$ cat config.mk
export PLATFORM = sky130hd
export DESIGN_NAME = adder_subtractor_16bit_overflow_flat
export DESIGN_NICKNAME = d
export VERILOG_FILES = /design/src/rtl/adder_subtractor_16bit_overflow_if.sv /design/src/rtl/adder_subtractor_16bit_overflow.sv /design/src/flat_wrapper.sv
export SDC_FILE = /design/constraint.sdc
export NUM_CORES = 1
export LEC_CHECK = 0
export BUFFER_PORTS_ARGS = -buffer_cell sky130_fd_sc_hd__buf_4
export CORE_UTILIZATION = 35
export CTS_BUF_LIST = sky130_fd_sc_hd__clkbuf_8
export DETAILED_ROUTE_END_ITERATION = 10
export PLACE_DENSITY = 0.64
export SLEW_MARGIN = 25
export SYNTH_ARGS = -nofsm -noshare
export SYNTH_HDL_FRONTEND = slang
export SYNTH_SLANG_ARGS = --single-unit
$ cat constraint.sdc
create_clock -name clk -period 23.3 [get_ports clk]
set_input_delay 4.66 -clock clk [delete_from_list [all_inputs] [get_ports clk]]
set_output_delay 4.66 -clock clk [all_outputs]
set_load 0.02 [all_outputs]
$ cat src/rtl/adder_subtractor_16bit_overflow_if.sv
// Operand and result bundle for the 16-bit adder/subtractor.
// The master drives the operands and the operation select.
// The slave returns the registered result together with its status flags.
interface adder_subtractor_16bit_overflow_if;
    logic [15:0] a;
    logic [15:0] b;
    logic        sub;
    logic [15:0] result;
    logic        carry_out;
    logic        signed_overflow;
    logic        unsigned_overflow;
    logic        zero_flag;
    logic        negative_flag;

    modport master (
        output a, b, sub,
        input  result, carry_out, signed_overflow, unsigned_overflow,
               zero_flag, negative_flag
    );

    modport slave (
        input  a, b, sub,
        output result, carry_out, signed_overflow, unsigned_overflow,
               zero_flag, negative_flag
    );
endinterface

$ cat src/rtl/adder_subtractor_16bit_overflow.sv
// 16-bit two's-complement adder/subtractor with a registered result and flags.
// A ripple-carry chain of full-adder cells exposes both c15 and c16.
// The signed and unsigned overflow flags are derived from those two carries.
// The result and all five flags are captured together in one register bank,
// so no flag can ever be skewed from the result it describes.
module adder_subtractor_16bit_overflow (
    input  logic                               clk,
    input  logic                               rst,
    adder_subtractor_16bit_overflow_if.slave   bus
);

    logic [15:0] b_eff;
    logic [16:0] carry;
    logic [15:0] sum;
    logic        so_next;
    logic        uo_next;
    logic        zero_next;

    // Ripple-carry core: subtraction is A + ~B + 1, with carry-in = sub.
    // NOTE: every signal driven here gets a value on every pass, so no latch is inferred.
    always_comb begin
        b_eff    = bus.b ^ {16{bus.sub}};
        carry    = '0;
        sum      = '0;
        carry[0] = bus.sub;
        for (int i = 0; i < 16; i++) begin
            sum[i]     = bus.a[i] ^ b_eff[i] ^ carry[i];
            carry[i+1] = (bus.a[i] & b_eff[i]) | (carry[i] & (bus.a[i] ^ b_eff[i]));
        end
        // Signed overflow is the carry into the sign bit disagreeing with the carry out of it.
        so_next   = carry[15] ^ carry[16];
        // In subtract mode a missing carry out is a borrow.
        uo_next   = carry[16] ^ bus.sub;
        zero_next = (sum == 16'h0000);
    end

    // Output register bank: reset wins over the operation sampled on the same edge.
    // NOTE: sequential state uses non-blocking assignments, so every register samples pre-edge values.
    always_ff @(posedge clk) begin
        if (rst) begin
            bus.result            <= '0;
            bus.carry_out         <= 1'b0;
            bus.signed_overflow   <= 1'b0;
            bus.unsigned_overflow <= 1'b0;
            bus.zero_flag         <= 1'b0;
            bus.negative_flag     <= 1'b0;
        end else begin
            bus.result            <= sum;
            bus.carry_out         <= carry[16];
            bus.signed_overflow   <= so_next;
            bus.unsigned_overflow <= uo_next;
            bus.zero_flag         <= zero_next;
            bus.negative_flag     <= sum[15];
        end
    end

endmodule

$ cat src/flat_wrapper.sv
// flat-port wrapper written by rule: the top's interface ports become plain ports
module adder_subtractor_16bit_overflow_flat 
  (clk, rst, bus_a, bus_b, bus_sub, bus_result, bus_carry_out, bus_signed_overflow, bus_unsigned_overflow, bus_zero_flag, bus_negative_flag);
  adder_subtractor_16bit_overflow_if bus_i ();
  input  logic clk;
  input  logic rst;
  input wire logic [$bits(bus_i.a)-1:0] bus_a;
  input wire logic [$bits(bus_i.b)-1:0] bus_b;
  input wire logic [$bits(bus_i.sub)-1:0] bus_sub;
  output wire logic [$bits(bus_i.result)-1:0] bus_result;
  output wire logic [$bits(bus_i.carry_out)-1:0] bus_carry_out;
  output wire logic [$bits(bus_i.signed_overflow)-1:0] bus_signed_overflow;
  output wire logic [$bits(bus_i.unsigned_overflow)-1:0] bus_unsigned_overflow;
  output wire logic [$bits(bus_i.zero_flag)-1:0] bus_zero_flag;
  output wire logic [$bits(bus_i.negative_flag)-1:0] bus_negative_flag;
  assign bus_i.a = bus_a;
  assign bus_i.b = bus_b;
  assign bus_i.sub = bus_sub;
  assign bus_result = bus_i.result;
  assign bus_carry_out = bus_i.carry_out;
  assign bus_signed_overflow = bus_i.signed_overflow;
  assign bus_unsigned_overflow = bus_i.unsigned_overflow;
  assign bus_zero_flag = bus_i.zero_flag;
  assign bus_negative_flag = bus_i.negative_flag;
  adder_subtractor_16bit_overflow u_core (.clk(clk), .rst(rst), .bus(bus_i));
endmodule
==> results.toml <==
[power_and_ir_drop]
swShare = 0.313
power_density_nw_per_um2 = 70.1
ir_worst_vdd_v = 0.0000189
p_switching_w = 0.0000347
power.static_leakage_nw = 0.761
seq_power_share = 0.372
comb_power_share = 0.399
clkPwrFrac = 0.229
internal-power_w = 0.0000762

[cts]
clk_path_buf_depth = 2
clock_sinks = 20
holdBufCountCts = 0
cts-root-buf = "clkbuf_8"
clkSlewWorstSetupHoldPaths_ns = 0.07
postCtsSetupBuffers = 0
ctsResizeCount = 0
htree_levels = 1
cts_tree = "yes"
cts_buffers = 3

[routing]
drc = 0
drt_iter0_drc = 24
avgRoutedWirePerCell_microns = 10.8
first_pass_iters = 4
routed_wl_mm = 2.16
ant_nets = 0
viasPerCell = 4.16
via_count = 828

[placement]
routabilityCongestion = 0.739
post-place-cells = 195
placed_area_sq_um = 1530
post-dp-hpwl_mm = 1.84
port_buffers = 55

[worst_setup_path]
critPathRequiredTime_ns = 23.48
crit_path_end_kind = "flip-flop"
start_kind = "input port"
critPathKind = "in -> reg"
crit_fanout = 17
cp.arrival_ns = 11.26

[timing]
setup_viol = 0
fin_setup_tns_ns = 0
fmax_ghz = 0.0903
fin_crit_sh = 0.475
hold_viol = 0
tightest_slew_ns = 0.263
maxSlewViolCount = 0
min_period_ns = 11.08
relSlewSlack = 0.825
rsz0062_at_grt = "false"

[yosys]
synth_top_area_cell = "dfxtp_1"
syn_area_sq_um = 1100
yosysTopAreaCellShare = 0.363
yosysSeqAreaShare = 0.363
ys_seq_elements = 20
avgSynthCellArea_sq_um = 10.9
synthCells = 101
synth.distinct_cells = 15
synth_nets = 151
synth.area.top_cells = "dfxtp_1, fa_1, xnor2_1"
yosys_warnings = 0

[floorplan]
core_area_sq_um = 3030
io_pins = 56
die_x_microns = 58.1
rows = 20
dieArea_sq_um = 3380
die_y_microns = 58.1
initial_core_util = 0.364

[global_routing]
grt_pass1_wl_mm = 3.48
grt_pass1_vias = 798
gr-total-overflow = 0
track_usage = 0.139
antenna_found_initial = 0
grt_max_degree = 21

[cells_and_area]
final_core_util = 0.523
diodes = 0
final_nets = 206
fillCellCount = 274
finalNonFillerCells = 199
drive_above_1_share = 0.394
postLayoutCellArea_sq_um = 1580
area_growth_pct = 43.6

[status]
outcome = "complete, no violations"

[run]
cap_violations = 0

[worst_hold_path]
hp-class = "in -> reg"
==> layer usage <==
metal / wire, microns / vias up / global-route usage
met4: 40 / 0 / 0.0714
li1: - / 403 / -
met3: 126 / 4 / 0.0112
met5: 0 / - / 0
met2: 1070 / 33 / 0.233
met1: 915 / 388 / 0.179
==> final cells by class <==
type / count / area [sq um] / share of cell area
clock buffer: 4 / 55.1 / 0.0348
inverter: 16 / 60.1 / 0.0379
multi-input combinational: 60 / 599 / 0.379
sequential: 20 / 400 / 0.253
tap: 44 / 55.1 / 0.0348
timing repair buffer: 55 / 413 / 0.261
==> registers in the layout, indices dropped and copies added, names as in the netlist <==
signal                        cells
u_core.bus.signed_overflow        1
u_core.bus.carry_out              1
u_core.bus.zero_flag              1
u_core.bus.unsigned_overflow      1
u_core.bus.negative_flag          1
u_core.bus.result                15
==> power by group through the flow <==
stage	clock, W	sequential [W]	combinational, W
floorplan	0	0.0000492	0.0000196
global placement	0	0.0000419	0.0000441
detailed placement	0	0.0000421	0.0000447
CTS	0.0000258	0.0000413	0.0000449
global route	0.0000268	0.0000417	0.0000487
finish	0.0000254	0.0000412	0.0000443
==> cell usage in the layout, fill, tap and decap left out <==
| cell type | netlist | routed |
|---|---|---|
| and4_1 | 1 | 1 |
| buf_4 | 2 | 55 |
| clkbuf_8 | 0 | 4 |
| dfxtp_1 | 20 | 20 |
| fa_1 | 15 | 15 |
| inv_1 | 16 | 16 |
| mux2i_1 | 1 | 1 |
| nand4_1 | 3 | 3 |
| nor2_1 | 18 | 18 |
| nor2b_1 | 3 | 3 |
| nor3_2 | 1 | 1 |
| xnor2_1 | 15 | 15 |
| xnor2_2 | 1 | 1 |
| xor2_1 | 2 | 2 |
==> worst max-delay path: stages <==
cell and delay (ns):
buf_4 0.25, xnor2_1 0.14, fa_1 0.42, fa_1 0.39, fa_1 0.38, fa_1 0.39
fa_1 0.39, fa_1 0.39, fa_1 0.39, fa_1 0.39, fa_1 0.39, fa_1 0.39
fa_1 0.37, inv_1 0.08, fa_1 0.16, inv_1 0.05, fa_1 0.37, fa_1 0.44
fa_1 0.53, nand4_1 0.10, nor3_2 0.18
==> Yosys cell counts <==
cell / number
dfxtp_1: 20
nor2_1: 18
inv_1: 16
fa_1: 15
xnor2_1: 15
nand4_1: 3
nor2b_1: 3
buf_4: 2
buf_6: 2
xor2_1: 2
and4_1: 1
buf_2: 1
mux2i_1: 1
nor3_2: 1
xnor2_2: 1
==> stage by stage <==
stage | hold slack, ns | total power, W | setup WS [ns]
2_1_floorplan | 4.80 | 0.0000688 | 12.22
3_3_place_gp | 4.95 | 0.0000860 | 12.00
3_5_place_dp | 4.95 | 0.0000868 | 11.94
4_1_cts | 4.69 | 0.000112 | 12.20
5_1_grt | 4.70 | 0.000117 | 11.96
6_report | 4.69 | 0.000111 | 12.22
==> final timing paths <==
kind	start	end	slack [ns]	cells after the start
worst min-delay path	bus_b[0]	u_core.bus.result[0]	4.69	3
worst max-delay path	bus_sub	u_core.bus.zero_flag	12.22	21
==> kinds of logic (layout without fill, tap and decap cells) <==
logic type,Yosys count,count (layout),share of synthesized area
simple gates,26,26,0.112
buf+inv,21,75,0.0931
mux,1,1,0.00908
xor+xnor,18,18,0.150
fa+ha+maj,15,15,0.272
flops,20,20,0.363
No activity file was read; power rests on OpenSTA's default activity.
